$ cat src/rtl/ext_interleaver.sv
// Extrinsic exchange stage: scales/clamps 7 SISO LLR lanes, permutes them (interleave or
// de-interleave by half-iteration parity) and buffers the result in a 2-entry FIFO.
module ext_interleaver #(
  parameter int unsigned LANES      = 7,
  parameter int unsigned LLR_W      = 12,
  parameter int unsigned EXT_SAT    = 1023,
  parameter int unsigned SCALE_EN   = 1,
  parameter int unsigned HALF_ITERS = 8
) (
  input  logic                   clk_i,
  input  logic                   reset_n_i,
  input  logic                   start_i,
  input  logic                   valid_i,
  input  logic [LANES*LLR_W-1:0] data_i,
  output logic                   in_ready_o,
  output logic [LANES*LLR_W-1:0] ext_o,
  output logic                   ext_valid_o,
  input  logic                   ext_ready_i,
  output logic                   dir_o,
  output logic                   last_o,
  output logic                   overflow_o
);

  localparam int unsigned DW = LANES * LLR_W;
  localparam int unsigned CW = (HALF_ITERS > 1) ? $clog2(HALF_ITERS) : 1;
  localparam logic [CW-1:0] LAST_CNT = CW'(HALF_ITERS - 1);
  localparam logic signed [LLR_W:0] SAT_P = (LLR_W + 1)'(EXT_SAT);
  localparam logic signed [LLR_W:0] SAT_N = -SAT_P;
  localparam int unsigned PERM_IL [7] = '{3, 0, 5, 1, 6, 2, 4};
  localparam int unsigned PERM_DI [7] = '{1, 3, 5, 0, 6, 2, 4};

  logic [CW-1:0]   half_cnt;
  logic            dir;
  logic            s1_valid;
  logic [DW-1:0]   s1_data;
  logic            s1_dir;
  logic            s1_last;
  logic [DW-1:0]   mem_data [2];
  logic [1:0]      mem_dir;
  logic [1:0]      mem_last;
  logic            wr_ptr;
  logic            rd_ptr;
  logic [1:0]      count;
  logic [DW-1:0]   scaled;
  logic [DW-1:0]   permuted;
  logic signed [LLR_W:0] x_ext [LANES];
  logic signed [LLR_W:0] y_scl [LANES];
  logic            accept;
  logic            push;
  logic            pop;
  logic [1:0]      count_next;

  // 13-bit intermediate keeps x - (x >>> 2) exact before the clamp.
  always_comb begin
    scaled = '0;
    for (int unsigned k = 0; k < LANES; k++) begin
      x_ext[k] = (LLR_W + 1)'($signed(data_i[k*LLR_W +: LLR_W]));
      y_scl[k] = (SCALE_EN != 0) ? (x_ext[k] - (x_ext[k] >>> 2)) : x_ext[k];
      if (y_scl[k] > SAT_P)
        y_scl[k] = SAT_P;
      else if (y_scl[k] < SAT_N)
        y_scl[k] = SAT_N;
      scaled[k*LLR_W +: LLR_W] = y_scl[k][LLR_W-1:0];
    end
  end

  always_comb begin
    permuted = '0;
    for (int unsigned k = 0; k < LANES; k++) begin
      if (s1_dir)
        permuted[k*LLR_W +: LLR_W] = s1_data[PERM_DI[k]*LLR_W +: LLR_W];
      else
        permuted[k*LLR_W +: LLR_W] = s1_data[PERM_IL[k]*LLR_W +: LLR_W];
    end
  end

  assign in_ready_o  = (count + {1'b0, s1_valid}) < 2'd2;
  assign ext_valid_o = (count != 2'd0);
  assign ext_o       = mem_data[rd_ptr];
  assign dir_o       = mem_dir[rd_ptr];
  assign last_o      = mem_last[rd_ptr];

  assign accept = valid_i && in_ready_o;
  assign pop    = ext_valid_o && ext_ready_i;
  assign push   = s1_valid && ((count != 2'd2) || pop);

  always_comb begin
    count_next = count;
    if (push && !pop)
      count_next = count + 2'd1;
    else if (pop && !push)
      count_next = count - 2'd1;
  end

  always_ff @(posedge clk_i or negedge reset_n_i) begin
    if (!reset_n_i) begin
      overflow_o  <= 1'b0;
      half_cnt    <= '0;
      dir         <= 1'b0;
      s1_valid    <= 1'b0;
      s1_data     <= '0;
      s1_dir      <= 1'b0;
      s1_last     <= 1'b0;
      mem_data[0] <= '0;
      mem_data[1] <= '0;
      mem_dir     <= '0;
      mem_last    <= '0;
      wr_ptr      <= 1'b0;
      rd_ptr      <= 1'b0;
      count       <= '0;
    end else if (start_i) begin
      // Codeword restart clears everything except the sticky overflow flag.
      half_cnt    <= '0;
      dir         <= 1'b0;
      s1_valid    <= 1'b0;
      s1_data     <= '0;
      s1_dir      <= 1'b0;
      s1_last     <= 1'b0;
      mem_data[0] <= '0;
      mem_data[1] <= '0;
      mem_dir     <= '0;
      mem_last    <= '0;
      wr_ptr      <= 1'b0;
      rd_ptr      <= 1'b0;
      count       <= '0;
    end else begin
      if (valid_i && !in_ready_o)
        overflow_o <= 1'b1;
      s1_valid <= accept;
      if (accept) begin
        s1_data <= scaled;
        s1_dir  <= dir;
        s1_last <= (half_cnt == LAST_CNT);
        if (half_cnt == LAST_CNT) begin
          half_cnt <= '0;
          dir      <= 1'b0;
        end else begin
          half_cnt <= half_cnt + 1'b1;
          dir      <= ~dir;
        end
      end
      if (push) begin
        mem_data[wr_ptr] <= permuted;
        mem_dir[wr_ptr]  <= s1_dir;
        mem_last[wr_ptr] <= s1_last;
        wr_ptr           <= ~wr_ptr;
      end
      if (pop)
        rd_ptr <= ~rd_ptr;
      count <= count_next;
    end
  end

endmodule
$ cat config.mk
export PLATFORM = sky130hd
export DESIGN_NAME = ext_interleaver
export DESIGN_NICKNAME = d
export VERILOG_FILES = /design/src/rtl/ext_interleaver.sv
export SDC_FILE = /design/constraint.sdc
export NUM_CORES = 1
export LEC_CHECK = 0
export BUFFER_PORTS_ARGS = -buffer_cell sky130_fd_sc_hd__buf_2
export CAP_MARGIN = 20
export CELL_PAD_IN_SITES_DETAIL_PLACEMENT = 0
export CELL_PAD_IN_SITES_GLOBAL_PLACEMENT = 1
export CORE_UTILIZATION = 46
export CTS_CLUSTER_DIAMETER = 40
export DETAILED_ROUTE_END_ITERATION = 7
export PLACE_DENSITY_LB_ADDON = 0.2
export SETUP_SLACK_MARGIN = 0.15
export SYNTH_ARGS = -nofsm -noshare
export SYNTH_HDL_FRONTEND = slang
export SYNTH_SLANG_ARGS = --single-unit
$ cat constraint.sdc
create_clock -name clk_i -period 2.6 [get_ports clk_i]
set_input_delay 0.13 -clock clk_i [delete_from_list [all_inputs] [get_ports clk_i]]
set_output_delay 0.13 -clock clk_i [all_outputs]
set_load 0.1 [all_outputs]
Word level (Yosys, flattened, before mapping). Index checks and enable logic that the tools add are counted.

Bits in registers: 268. Output and inout port bits: 89.

$add $sub $neg: 11. $lt $le $gt $ge: 21. Equal/unequal tests: 2. Multiplexer cells: 57. Bitwise operators: 6. Reduce and logical (&&, ||, !) cells: 18.

Operators by type and width (number): 84-bit two-way mux (6); 168-bit two-way mux (2); 12-bit two-way mux (17); 168-bit bitwise mux (1); 13-bit by 11-bit greater-than comparator with 1-bit output, second input constant (7); 13-bit by 11-bit < comparator with 1-bit output, second input constant (7); 12-bit by 10-bit subtractor with 13-bit output (7); 84-bit demux with 1-bit select (1); 1-bit two-way mux (17); 2-bit two-way mux (7); 3-bit two-way mux (3); 1-bit logical AND (8); 2-bit nonzero test (4); 2-bit bitwise mux (2); 2-bit >= comparator, second input constant (2); 1-bit by 2-bit < comparator with 1-bit output, second input constant (2); 1-bit inverter (4); 1-bit inverter with 2-bit output (2); 3-bit by 1-bit adder with 3-bit output, second input constant (1); 3-bit equality test, second input constant (1); 1-bit logical NOT (3); 3-bit nonzero test (1); 2-bit by 1-bit adder with 2-bit output (1); 2-bit by 1-bit adder with 2-bit output, second input constant (1); other kinds (8) (8).

Depth between registers and ports, before layout. Gate-level depths: netlist of the first run.

Depth after elaboration: 9. Gate-level depth with buffers: 12. Gate-level depth less buffers: 11.

Worst setup path before layout of the first run. OpenSTA, ideal clock, no wires.

Path type: reg2reg. Start: register count[1]. End: register s1_data[50]. Setup time: 0.067 ns. Arrival: 3.454 ns. Data required time: 2.533 ns. Setup slack: -0.921 ns. Cell stages (with the launch flop): 10. Cell sequence: dfrtp_1 -> clkbuf_1 -> xor2_1 -> nand3b_1 -> clkbuf_1 -> inv_1 -> clkbuf_1 -> nand2_1 -> o21ai_1 -> a221o_1.

Longest elaborated chain between the ends: 4.

Ends and longest elaborated chain: from (decl) (RTL line 43) `logic [1:0] count;`; from (signal assigned) (RTL line 150) `count <= count_next;`; 2-bit by 1-bit adder with 2-bit output (RTL line 77) `assign in_ready_o = (count + {1'b0, s1_valid}) < 2'd2;`; 2-bit < comparator (RTL line 77); net in_ready_o (RTL line 15) `output logic in_ready_o,`; 1-bit logical AND (RTL line 83) `assign accept = valid_i && in_ready_o;`; 2-bit nonzero test (no line); to (signal assigned) (RTL line 131) `s1_data <= scaled;`; to (decl) (RTL line 35) `logic [DW-1:0] s1_data;`.

The timed path passes the listed nets, and every way through them passes these cells. A chain may end at the register's enable or synchronous reset.

Final worst setup path of the first run.
Start: input data_i[72]. End: register s1_data[77].

Longest elaborated chain between the ends: 6. Elaborated cells on any way between the ends: 7. Classes of those cells: 1 x add/sub; 2 x order compare; 4 x mux.

Ends and longest elaborated chain: from (decl) (RTL line 14) `input logic [LANES*LLR_W-1:0] data_i,`; 12-bit by 10-bit subtractor with 13-bit output * (RTL line 58) `y_scl[k] = (SCALE_EN != 0) ? (x_ext[k] - (x_ext[k] >>> 2)) : x_ext[k];`; 13-bit by 11-bit < comparator with 1-bit output (RTL line 61) `else if (y_scl[k] < SAT_N)`; 12-bit two-way mux (RTL line 61); 12-bit two-way mux * (RTL line 59) `if (y_scl[k] > SAT_P)`; 84-bit two-way mux * (RTL line 130) `if (accept) begin`; 84-bit two-way mux * (RTL line 111) `end else if (start_i) begin`.

Every way passes the cells marked *; elsewhere a longest branch is shown, timed or not. The select of a mux whose other input is x is not followed.

==> results_dict.tcl, run 1 <==
set metrics [dict create \
    synth-xor-area-share_pct 1.81 \
    fin_cells 2484 \
    finalCritPeriodShare_pct 98.2 \
    synth-adder-area-share_pct 7.07 \
    synth_mux_area_share_pct 8.88 \
    dr_total_vias 13935 \
    first_iter_violations 840 \
    critPathLaunch "data_i[72]" \
    start_util_pct 47.2 \
    fin_skew_ns 0.0212 \
    die_height_microns 188 \
    hpwl_microns 30600 \
    pre_cts_slack_ns -0.512 \
    status "complete, no violations" \
    min_from "data_i[26]" \
    end_kind "register" \
    tightest_slew_ns 0.724 \
    crit_type "in2reg" \
    setup_slack_ns 0.0476 \
    cpPeakStageDelay_ns 0.49 \
    clock_path_buffers 3 \
    gp_congestion 0.882 \
    regToRegSetupSlack_ns 0.16 \
    yosys-top-cells-area "dfrtp_1, ha_1, mux2_2, nand2_1, a221o_1" \
    worst_path_max_delay_cell "or4_1" \
    setup_viol_count_final 0 \
    synthArstFlopShare_pct 100 \
    drv_cap 0 \
    path_clk_slew_ns 0.05 \
    grt_pass1_vias 13650 \
    drive_gt1_share_pct 32.6 \
    yosys_warnings 0 \
    cts.sinks 268 \
    die_w_microns 188 \
    final_common_cell "dfrtp_1" \
    layout_common_cells "dfrtp_1, buf_4, nand2_1, buf_2, nor2_1" \
    clk_latency_ns 0.51 \
    root_buffer "clkbuf_16" \
    io_buffers 177 \
    crit_cells 13 \
    path_cells "buf_8 -> inv_12 -> ha_4 -> fa_2 -> nand2b_4 -> a21oi_4 -> xor2_1 -> or4_1 -> or4_4 -> a2111oi_4 -> buf_4 -> nor3_4 -> a221o_1" \
    ant_nets 0 \
    p_per_area_mw_per_mm2 620 \
    cp-endpoint "s1_data[77]" \
    synthesis.nets 1818 \
    dr.pass1.iters 5 \
    synthSimpleGateAreaFrac_pct 13.3 \
    ioPinCount 178 \
    fin_util_pct 61.8 \
    fin_nets 2186 \
    critPathTopFamily "simple AND/OR/NAND/NOR gates" \
    antenna_found_initial 0 \
    die_area_sq_mm 0.0355 \
    synth_ff_type "dfrtp_1" \
    htreeDepth 2 \
    finalCriticalPeriod_ns 2.55 \
    grt_usage_pct 24.4 \
    cts_buffers 35 \
    r2r_cells 7 \
    tritoncts "done" \
    yosys_register_bits 268 \
    synth_edf_count 0 \
    vdd_drop_max_uv 538 \
    r2r_start "count[0]" \
    yosysSeqAreaShare_pct 42.0 \
    drc 0 \
    critPathLaunchType "primary input" \
    synth.distinct_cells 82 \
    grt_overflow 0 \
    grt_pass1_wl_microns 70900 \
    synthToLayoutAreaGrowth_pct 31.0 \
    synth_top_family_by_area "compound AO/OA/AOI/OAI gates" \
    synth_compound_area_share_pct 22.5 \
    coreArea_sq_mm 0.0339 \
    synth_top_cell_by_area "dfrtp_1" \
    hold_violations 0 \
    r2r_end "s1_data[6]" \
    slew_headroom_pct 51.7 \
    p_leak_nw 9.97 \
    rows 67 \
    max_freq_ghz 0.392 \
    hold_path_class "in2reg" \
    holdWs_ns 0.0287 \
    wire_per_inst_microns 17.5 \
    drt-total-wl_microns 43500 \
    avgViaCountPerCell 5.61 \
    arrival_ns 2.92 \
    critPathMaxFanout 5 \
    rsz0062_at_grt "true" \
    syn_inst 1643 \
    timing.critical_path.buf_inv 3 \
    slew_viol_final 0 \
    n_antenna_cell 0 \
    syn_area_sq_mm 0.0160 \
    synth_top_area_share_pct 42.0 \
    postSynthAreaPerCell_sq_um 9.72 \
    worst_ep_required_time_ns 2.97 \
    dp.cells 2405 \
    grt_max_degree 93 \
]
synthesized netlist by cell type (4+ instances only):
cell	n
dfrtp_1	268
nand2_1	202
inv_1	104
nor2_1	97
a21oi_1	96
mux2_2	86
clkbuf_1	81
ha_1	79
a22o_1	61
o21ai_0	60
a221o_1	59
a211oi_1	51
mux2i_1	45
o31ai_1	23
nand3_1	20
a21o_1	19
nor3_1	18
xnor2_1	18
o21a_1	17
nand2b_1	15
xor2_1	15
nor2b_1	14
a31oi_1	11
and2_1	11
o31a_1	11
nor4_1	9
and3_1	8
o22ai_1	8
or3_1	8
fa_1	7
nand3b_1	7
or2_2	7
o2111ai_1	6
or4_1	6
nand4_1	5
o41ai_1	5
a2111o_1	4
a211o_1	4
nor3b_1	4
o211ai_1	4
o311a_1	4
o311ai_0	4
or4b_2	4
kinds of logic after synthesis:
| kind of cell | count (synthesis) |
|---|---|
| AOI/OAI and AO/OA | 484 |
| and+or+nand+nor | 451 |
| DFF | 268 |
| buffers and inverters | 190 |
| muxes | 131 |
| adders and majority gates | 86 |
| xor gates and xnor gates | 33 |
worst min path at each step:
stage	to	slack, ns	cells past startpoint
after global routing	s1_data[24]	0.04	3
after global placement	mem_data[16]	0.19	1
after CTS	s1_data[24]	0.02	3
after floorplan	count[0]	-0.17	0
final	s1_data[24]	0.03	3
after detailed placement	mem_data[16]	0.20	1
metrics by stage:
step / total power [mW] / area [sq um] / TNS [ns]
3_5_place_dp: 8.24 / 19400 / -20.18
2_1_floorplan: 6.95 / 16500 / -2.66
6_report: 13.0 / 20900 / 0
5_1_grt: 13.5 / 20900 / -0.241
4_1_cts: 13.0 / 20700 / 0
3_3_place_gp: 8.18 / 19400 / -17.73
state kept, by name (all words and copies together) (netlist names):
name and cells:
half_cnt 3, s1_valid 1, s1_dir 1, s1_data 84, overflow_o 1, mem_last 2
mem_dir 2, dir 1, mem_data 168, count 2, s1_last 1, rd_ptr 1
wr_ptr 1
where the power goes:
part	leakage, nW	internal (mW)	total [mW]	switching, mW
logic	5.76	1.45	3.58	2.13
clock network	0.560	2.87	4.70	1.83
registers	3.64	4.44	4.70	0.253
tightest hold or removal path, stage by stage:
cell and delay (ns):
buf_2 0.13, ha_4 0.14, a31oi_1 0.08
layout make-up:
| cell class | instances | area (sq um) |
|---|---|---|
| clock buffer | 42 | 965 |
| multi-input combinational | 1189 | 9150 |
| tap | 448 | 561 |
| sequential | 268 | 6710 |
| timing repair buffer | 413 | 2910 |
| inverter | 104 | 457 |
| fill | 2898 | 12900 |
| clock inverter | 20 | 183 |
what timing repair did:
action                                  4_1_cts  5_1_grt
pin swaps                                     7       30
endpoints found under the setup margin       17       61
resized for setup                             9       33
setup buffers                                 2        8
endpoints found under the hold margin        88        0
hold buffers                                  3        0
cloned                                        1        3
routing by layer:
metal / routed length, microns / vias up / track usage (%)
met5: 0 / - / 0
met4: 614 / 0 / 4.87
met3: 1880 / 42 / 3.09
met2: 19700 / 289 / 38.2
met1: 21300 / 6780 / 36.1
li1: - / 6824 / -
(Power assumes the default switching activity.)
==> run 2: changes to the inputs <==
--- a/config.mk
+++ b/config.mk
@@ -5,14 +5,14 @@
 export SDC_FILE = /design/constraint.sdc
 export NUM_CORES = 1
 export LEC_CHECK = 0
-export BUFFER_PORTS_ARGS = -buffer_cell sky130_fd_sc_hd__buf_2
+export BUFFER_PORTS_ARGS = -buffer_cell sky130_fd_sc_hd__buf_4
 export CAP_MARGIN = 20
 export CELL_PAD_IN_SITES_DETAIL_PLACEMENT = 0
 export CELL_PAD_IN_SITES_GLOBAL_PLACEMENT = 1
 export CORE_UTILIZATION = 46
 export CTS_CLUSTER_DIAMETER = 40
 export DETAILED_ROUTE_END_ITERATION = 7
-export PLACE_DENSITY_LB_ADDON = 0.2
+export PLACE_DENSITY_LB_ADDON = 0.1
 export SETUP_SLACK_MARGIN = 0.15
 export SYNTH_ARGS = -nofsm -noshare
 export SYNTH_HDL_FRONTEND = slang
==> results_dict.tcl, run 2 (same netlist as run 1, synthesis figures left out) <==
set metrics [dict create \
    ant_nets 0 \
    htreeDepth 2 \
    clock_path_buffers 3 \
    finalCritPeriodShare_pct 95.6 \
    drt-total-wl_microns 43100 \
    avgViaCountPerCell 5.64 \
    r2r_cells 8 \
    crit_type "in2reg" \
    vdd_drop_max_uv 441 \
    wire_per_inst_microns 17.5 \
    slew_viol_final 0 \
    r2r_end "s1_data[55]" \
    hpwl_microns 30600 \
    io_buffers 177 \
    coreArea_sq_mm 0.0339 \
    p_per_area_mw_per_mm2 619 \
    drc 0 \
    cp-endpoint "s1_data[76]" \
    die_height_microns 188 \
    ioPinCount 178 \
    critPathLaunch "data_i[72]" \
    cts.sinks 268 \
    largest_reg_flops 168 \
    dr_total_vias 13895 \
    critPathMaxFanout 2 \
    finalCriticalPeriod_ns 2.48 \
    dr.pass1.iters 5 \
    grt_overflow 0 \
    grt_use_met2_pct 37.8 \
    die_area_sq_mm 0.0355 \
    grt_pass1_vias 13611 \
    arrival_ns 2.87 \
    place_area_sq_mm 0.0197 \
    regToRegSetupSlack_ns 0.32 \
    p_leak_nw 9.95 \
    status "complete, no violations" \
    cp_common_cell "buf_4" \
    r2r_start "s1_valid" \
    root_buffer "clkbuf_16" \
    setup_viol_count_final 0 \
    drive_gt1_share_pct 32.0 \
    die_w_microns 188 \
    first_iter_violations 750 \
    pre_cts_slack_ns -0.512 \
    fin_util_pct 62.5 \
    regMostFlops "mem_data" \
    gp_congestion 0.894 \
    rsz0062_at_grt "true" \
    clk_latency_ns 0.51 \
    slew_headroom_pct 29.1 \
    critPathLaunchType "primary input" \
    grt_usage_pct 24.5 \
    drv_cap 0 \
    worst_path_max_delay_cell "fa_2" \
    hold_path_class "in2reg" \
    use_met3_pct 4.17 \
    reg_top3 "mem_data: 168 flops, s1_data: 84 flops, half_cnt: 3 flops" \
    rows 67 \
    globalRouteMet1Util_pct 35.7 \
    start_util_pct 47.2 \
    grt_max_degree 93 \
    grt_pass1_wl_microns 71100 \
    n_antenna_cell 0 \
    busiest_layer "met2" \
    synthToLayoutAreaGrowth_pct 32.6 \
    final_common_cell "buf_4" \
    path_clk_slew_ns 0.06 \
    end_kind "register" \
    fin_nets 2168 \
    hold_violations 0 \
    tritoncts "done" \
    postLayoutCellArea_sq_mm 0.0212 \
    fin_skew_ns 0.0172 \
    antenna_found_initial 0 \
    setup_tns_ns 0 \
    path_cells "buf_8 -> inv_12 -> ha_4 -> fa_2 -> nand2b_4 -> a21oi_4 -> xor2_1 -> buf_4 -> buf_4 -> buf_4 -> buf_4 -> buf_4 -> buf_4 -> buf_4 -> buf_4 -> buf_4 -> buf_4 -> buf_4 -> buf_4 -> a221o_1" \
    layout_common_cells "buf_4, dfrtp_1, nand2_1, inv_1, nor2_1" \
    cts_buffers 35 \
    setup_slack_ns 0.115 \
    tightest_slew_ns 1.06 \
    worst_ep_required_time_ns 2.98 \
    max_freq_ghz 0.402 \
    cpPeakStageDelay_ns 0.35 \
]
run 2: power breakdown:
part / total (mW) / internal, mW / switching [mW]
combinational: 3.62 / 1.53 / 2.09
sequential: 4.72 / 4.44 / 0.278
clock: 4.76 / 2.92 / 1.84
total: 13.1 / 8.89 / 4.21
run 2: final cells by class:
cell class / instances / area (sq um)
Fill cell: 2931 / 12700
Clock buffer: 42 / 985
Multi-Input combinational cell: 1187 / 9160
Clock inverter: 19 / 176
Inverter: 104 / 453
Sequential cell: 268 / 6710
Tap cell: 448 / 561
Timing Repair Buffer: 397 / 3130
run 2: per-layer routing:
| metal | vias up | part of all wire (%) |
|---|---|---|
| met5 | - | 0 |
| met4 | 0 | 2.0 |
| met3 | 62 | 5.4 |
| met2 | 320 | 44 |
| met1 | 6715 | 48 |
| li1 | 6798 | - |
run 2: how the worst min path moves through the flow:
| stage | to | cells after the start | slack [ns] | start |
|---|---|---|---|---|
| after floorplan | count[0] | 0 | -0.17 | reset_n_i |
| after global placement | mem_data[14] | 1 | 0.11 | reset_n_i |
| after detailed placement | mem_data[98] | 1 | 0.12 | reset_n_i |
| after CTS | s1_data[36] | 4 | 0.1 | data_i[38] |
| after global routing | s1_data[36] | 4 | 0.12 | data_i[38] |
| final | s1_data[36] | 4 | 0.12 | data_i[38] |
run 2: critical path: cells and delay by family:
family / cells / cell delay [ns]
buf+inv: 14 / 1.57
fa+ha+maj: 2 / 0.50
compound gates: 2 / 0.42
simple gates: 1 / 0.16
xor+xnor: 1 / 0.09
run 2: what timing repair did:
action                                 CTS  global route
buffers inserted                        12             2
setup endpoints to repair               17            58
pin swaps                                1            10
endpoints found under the hold margin   73             0
cloned                                   1             1
gates resized for setup                  7            24
hold buffers                             7             0
run 2: through the flow:
stage               hold slack (ns)  instances  power (mW)
detailed placement            0.116       2381        8.28
global placement              0.111       2381        8.23
floorplan                    -0.166       1643        6.95
finish                        0.115       2465        13.1
global route                  0.125       2465        13.7
CTS                          0.0958       2462        13.1
==> run 3: changes to the inputs <==
--- a/config.mk
+++ b/config.mk
@@ -5,13 +5,13 @@
 export SDC_FILE = /design/constraint.sdc
 export NUM_CORES = 1
 export LEC_CHECK = 0
-export BUFFER_PORTS_ARGS = -buffer_cell sky130_fd_sc_hd__buf_4
 export CAP_MARGIN = 20
 export CELL_PAD_IN_SITES_DETAIL_PLACEMENT = 0
 export CELL_PAD_IN_SITES_GLOBAL_PLACEMENT = 1
-export CORE_UTILIZATION = 46
+export CORE_UTILIZATION = 50
 export CTS_CLUSTER_DIAMETER = 40
 export DETAILED_ROUTE_END_ITERATION = 7
+export DONT_BUFFER_PORTS = 1
 export PLACE_DENSITY_LB_ADDON = 0.1
 export SETUP_SLACK_MARGIN = 0.15
 export SYNTH_ARGS = -nofsm -noshare
==> results_dict.tcl, run 3 (same netlist as run 1, synthesis figures left out) <==
set metrics [dict create \
    htreeDepth 2 \
    fin_nets 1901 \
    slew_viol_final 0 \
    finalCritPeriodShare_pct 92.7 \
    fin_cells 2154 \
    worst_path_max_delay_cell "or4_1" \
    tritoncts "done" \
    setup_slack_ns 0.190 \
    grt_usage_pct 25.5 \
    drv_cap 0 \
    clock_path_buffers 3 \
    cts_hold_buf 6 \
    rsz0062_at_grt "true" \
    slew_headroom_pct 56.3 \
    coreArea_sq_mm 0.0315 \
    grt_max_degree 269 \
    dr_total_vias 12846 \
    grt_overflow 0 \
    drc 0 \
    critPathMaxFanout 4 \
    r2r_start "count[1]" \
    n_antenna_cell 0 \
    path_clk_slew_ns 0.06 \
    dr.pass1.iters 4 \
    path_cells "inv_12 -> ha_4 -> fa_2 -> nand2b_4 -> a21oi_2 -> xor2_1 -> or4_1 -> or4_4 -> a2111oi_4 -> buf_4 -> nor3_2 -> a221o_1" \
    arrival_ns 2.79 \
    place_area_sq_mm 0.0177 \
    fin_util_pct 60.5 \
    synthToLayoutAreaGrowth_pct 19.2 \
    hpwl_microns 28800 \
    layout_common_cells "dfrtp_1, nand2_1, buf_4, inv_1, nor2_1" \
    ioPinCount 178 \
    cpPeakStageDelay_ns 0.48 \
    io_buffers 0 \
    first_iter_violations 891 \
    pre_cts_slack_ns -0.325 \
    antenna_found_initial 0 \
    clk_latency_ns 0.50 \
    p_per_area_mw_per_mm2 672 \
    p_leak_nw 8.62 \
    violations "negative hold slack" \
    regToRegSetupSlack_ns 0.38 \
    root_buffer "clkbuf_16" \
    regMostFlops "mem_data" \
    r2r_end "s1_data[49]" \
    tightest_slew_ns 0.656 \
    ff_latch_area_sq_mm 0.00671 \
    wire_per_inst_microns 19.2 \
    drt-total-wl_microns 41400 \
    grt_pass1_wl_microns 67400 \
    start_util_pct 50.8 \
    postLayoutCellArea_sq_mm 0.0190 \
    cts.sinks 268 \
    status "complete, but fails checks" \
    n_fill_cell 2699 \
    die_area_sq_mm 0.0327 \
    grt_pass1_vias 12558 \
    final_common_cell "dfrtp_1" \
    setup_viol_count_final 0 \
    dp.cells 2082 \
    cts_buffers 35 \
    critPathTopFamily "simple AND/OR/NAND/NOR gates" \
    vdd_drop_max_uv 476 \
    max_freq_ghz 0.415 \
    die_height_microns 181 \
    die_w_microns 181 \
    holdWs_ns -0.679 \
    multiInputGateArea_sq_mm 0.00904 \
    hold_violations 268 \
    drive_gt1_share_pct 20.9 \
    finalCriticalPeriod_ns 2.41 \
    critPathLaunchType "primary input" \
    largest_reg_flops 168 \
    worst_ep_required_time_ns 2.98 \
    timing.critical_path.buf_inv 2 \
    rows 65 \
    end_kind "register" \
    hold_path_class "in2async" \
    ant_nets 0 \
    gp_congestion 0.852 \
    fin_skew_ns 0.0169 \
    avgViaCountPerCell 5.96 \
    crit_type "in2reg" \
    reg_top3 "mem_data: 168 flops, s1_data: 84 flops, half_cnt: 3 flops" \
    r2r_cells 8 \
]
==> run 3: worst reg2reg max path: stages (launching register included) <==
cell and delay (ns):
dfrtp_1 0.55, xor2_4 0.17, nand3b_1 0.14, inv_1 0.29
buf_4 0.33, nand2_1 0.14, o21ai_4 0.28, buf_4 0.16
a22o_1 0.11
==> run 3: timing repair <==
item	4_1_cts	5_1_grt
gates resized for setup	0	5
hold endpoints to repair	362	268
setup buffers	0	2
endpoints found under the setup margin	0	16
==> run 3: area by class of cell <==
cell class,count,area share [%]
clock buffers,46,5.25
clock inverters,17,1.24
inverters,104,2.38
multi-input cells,1186,47.5
flip-flops and latches,268,35.3
well taps,402,2.64
repair buffers,131,5.73
==> run 3: per-stage QoR <==
step	total power, mW	setup TNS (ns)
6_report	12.8	0
3_5_place_dp	7.75	-9.43
2_1_floorplan	6.95	-2.66
5_1_grt	13.3	0
4_1_cts	12.9	0
3_3_place_gp	7.72	-8.05
==> run 3: power by group <==
group | total (mW) | switching (mW) | internal, mW
Combinational | 3.05 | 1.90 | 1.15
Clock | 5.04 | 1.81 | 3.23
Sequential | 4.70 | 0.255 | 4.44
Total | 12.8 | 3.96 | 8.82
==> run 3: metal layers <==
metal  wire length [microns]  track usage, %  up-vias
met5                       0               0        -
met4                     757            5.95        0
met3                    2400            5.02       50
met2                   18000            38.7      289
met1                   20300            37.2     6260
li1                        -               -     6247
==> run 3: worst max path at each step <==
stage	startpoint	to	cells past startpoint
2_1_floorplan	data_i[72]	s1_data[74]	11
3_3_place_gp	data_i[72]	s1_data[76]	11
3_5_place_dp	data_i[72]	s1_data[76]	11
4_1_cts	data_i[72]	s1_data[74]	11
5_1_grt	data_i[72]	s1_data[74]	12
6_report	data_i[72]	s1_data[79]	12
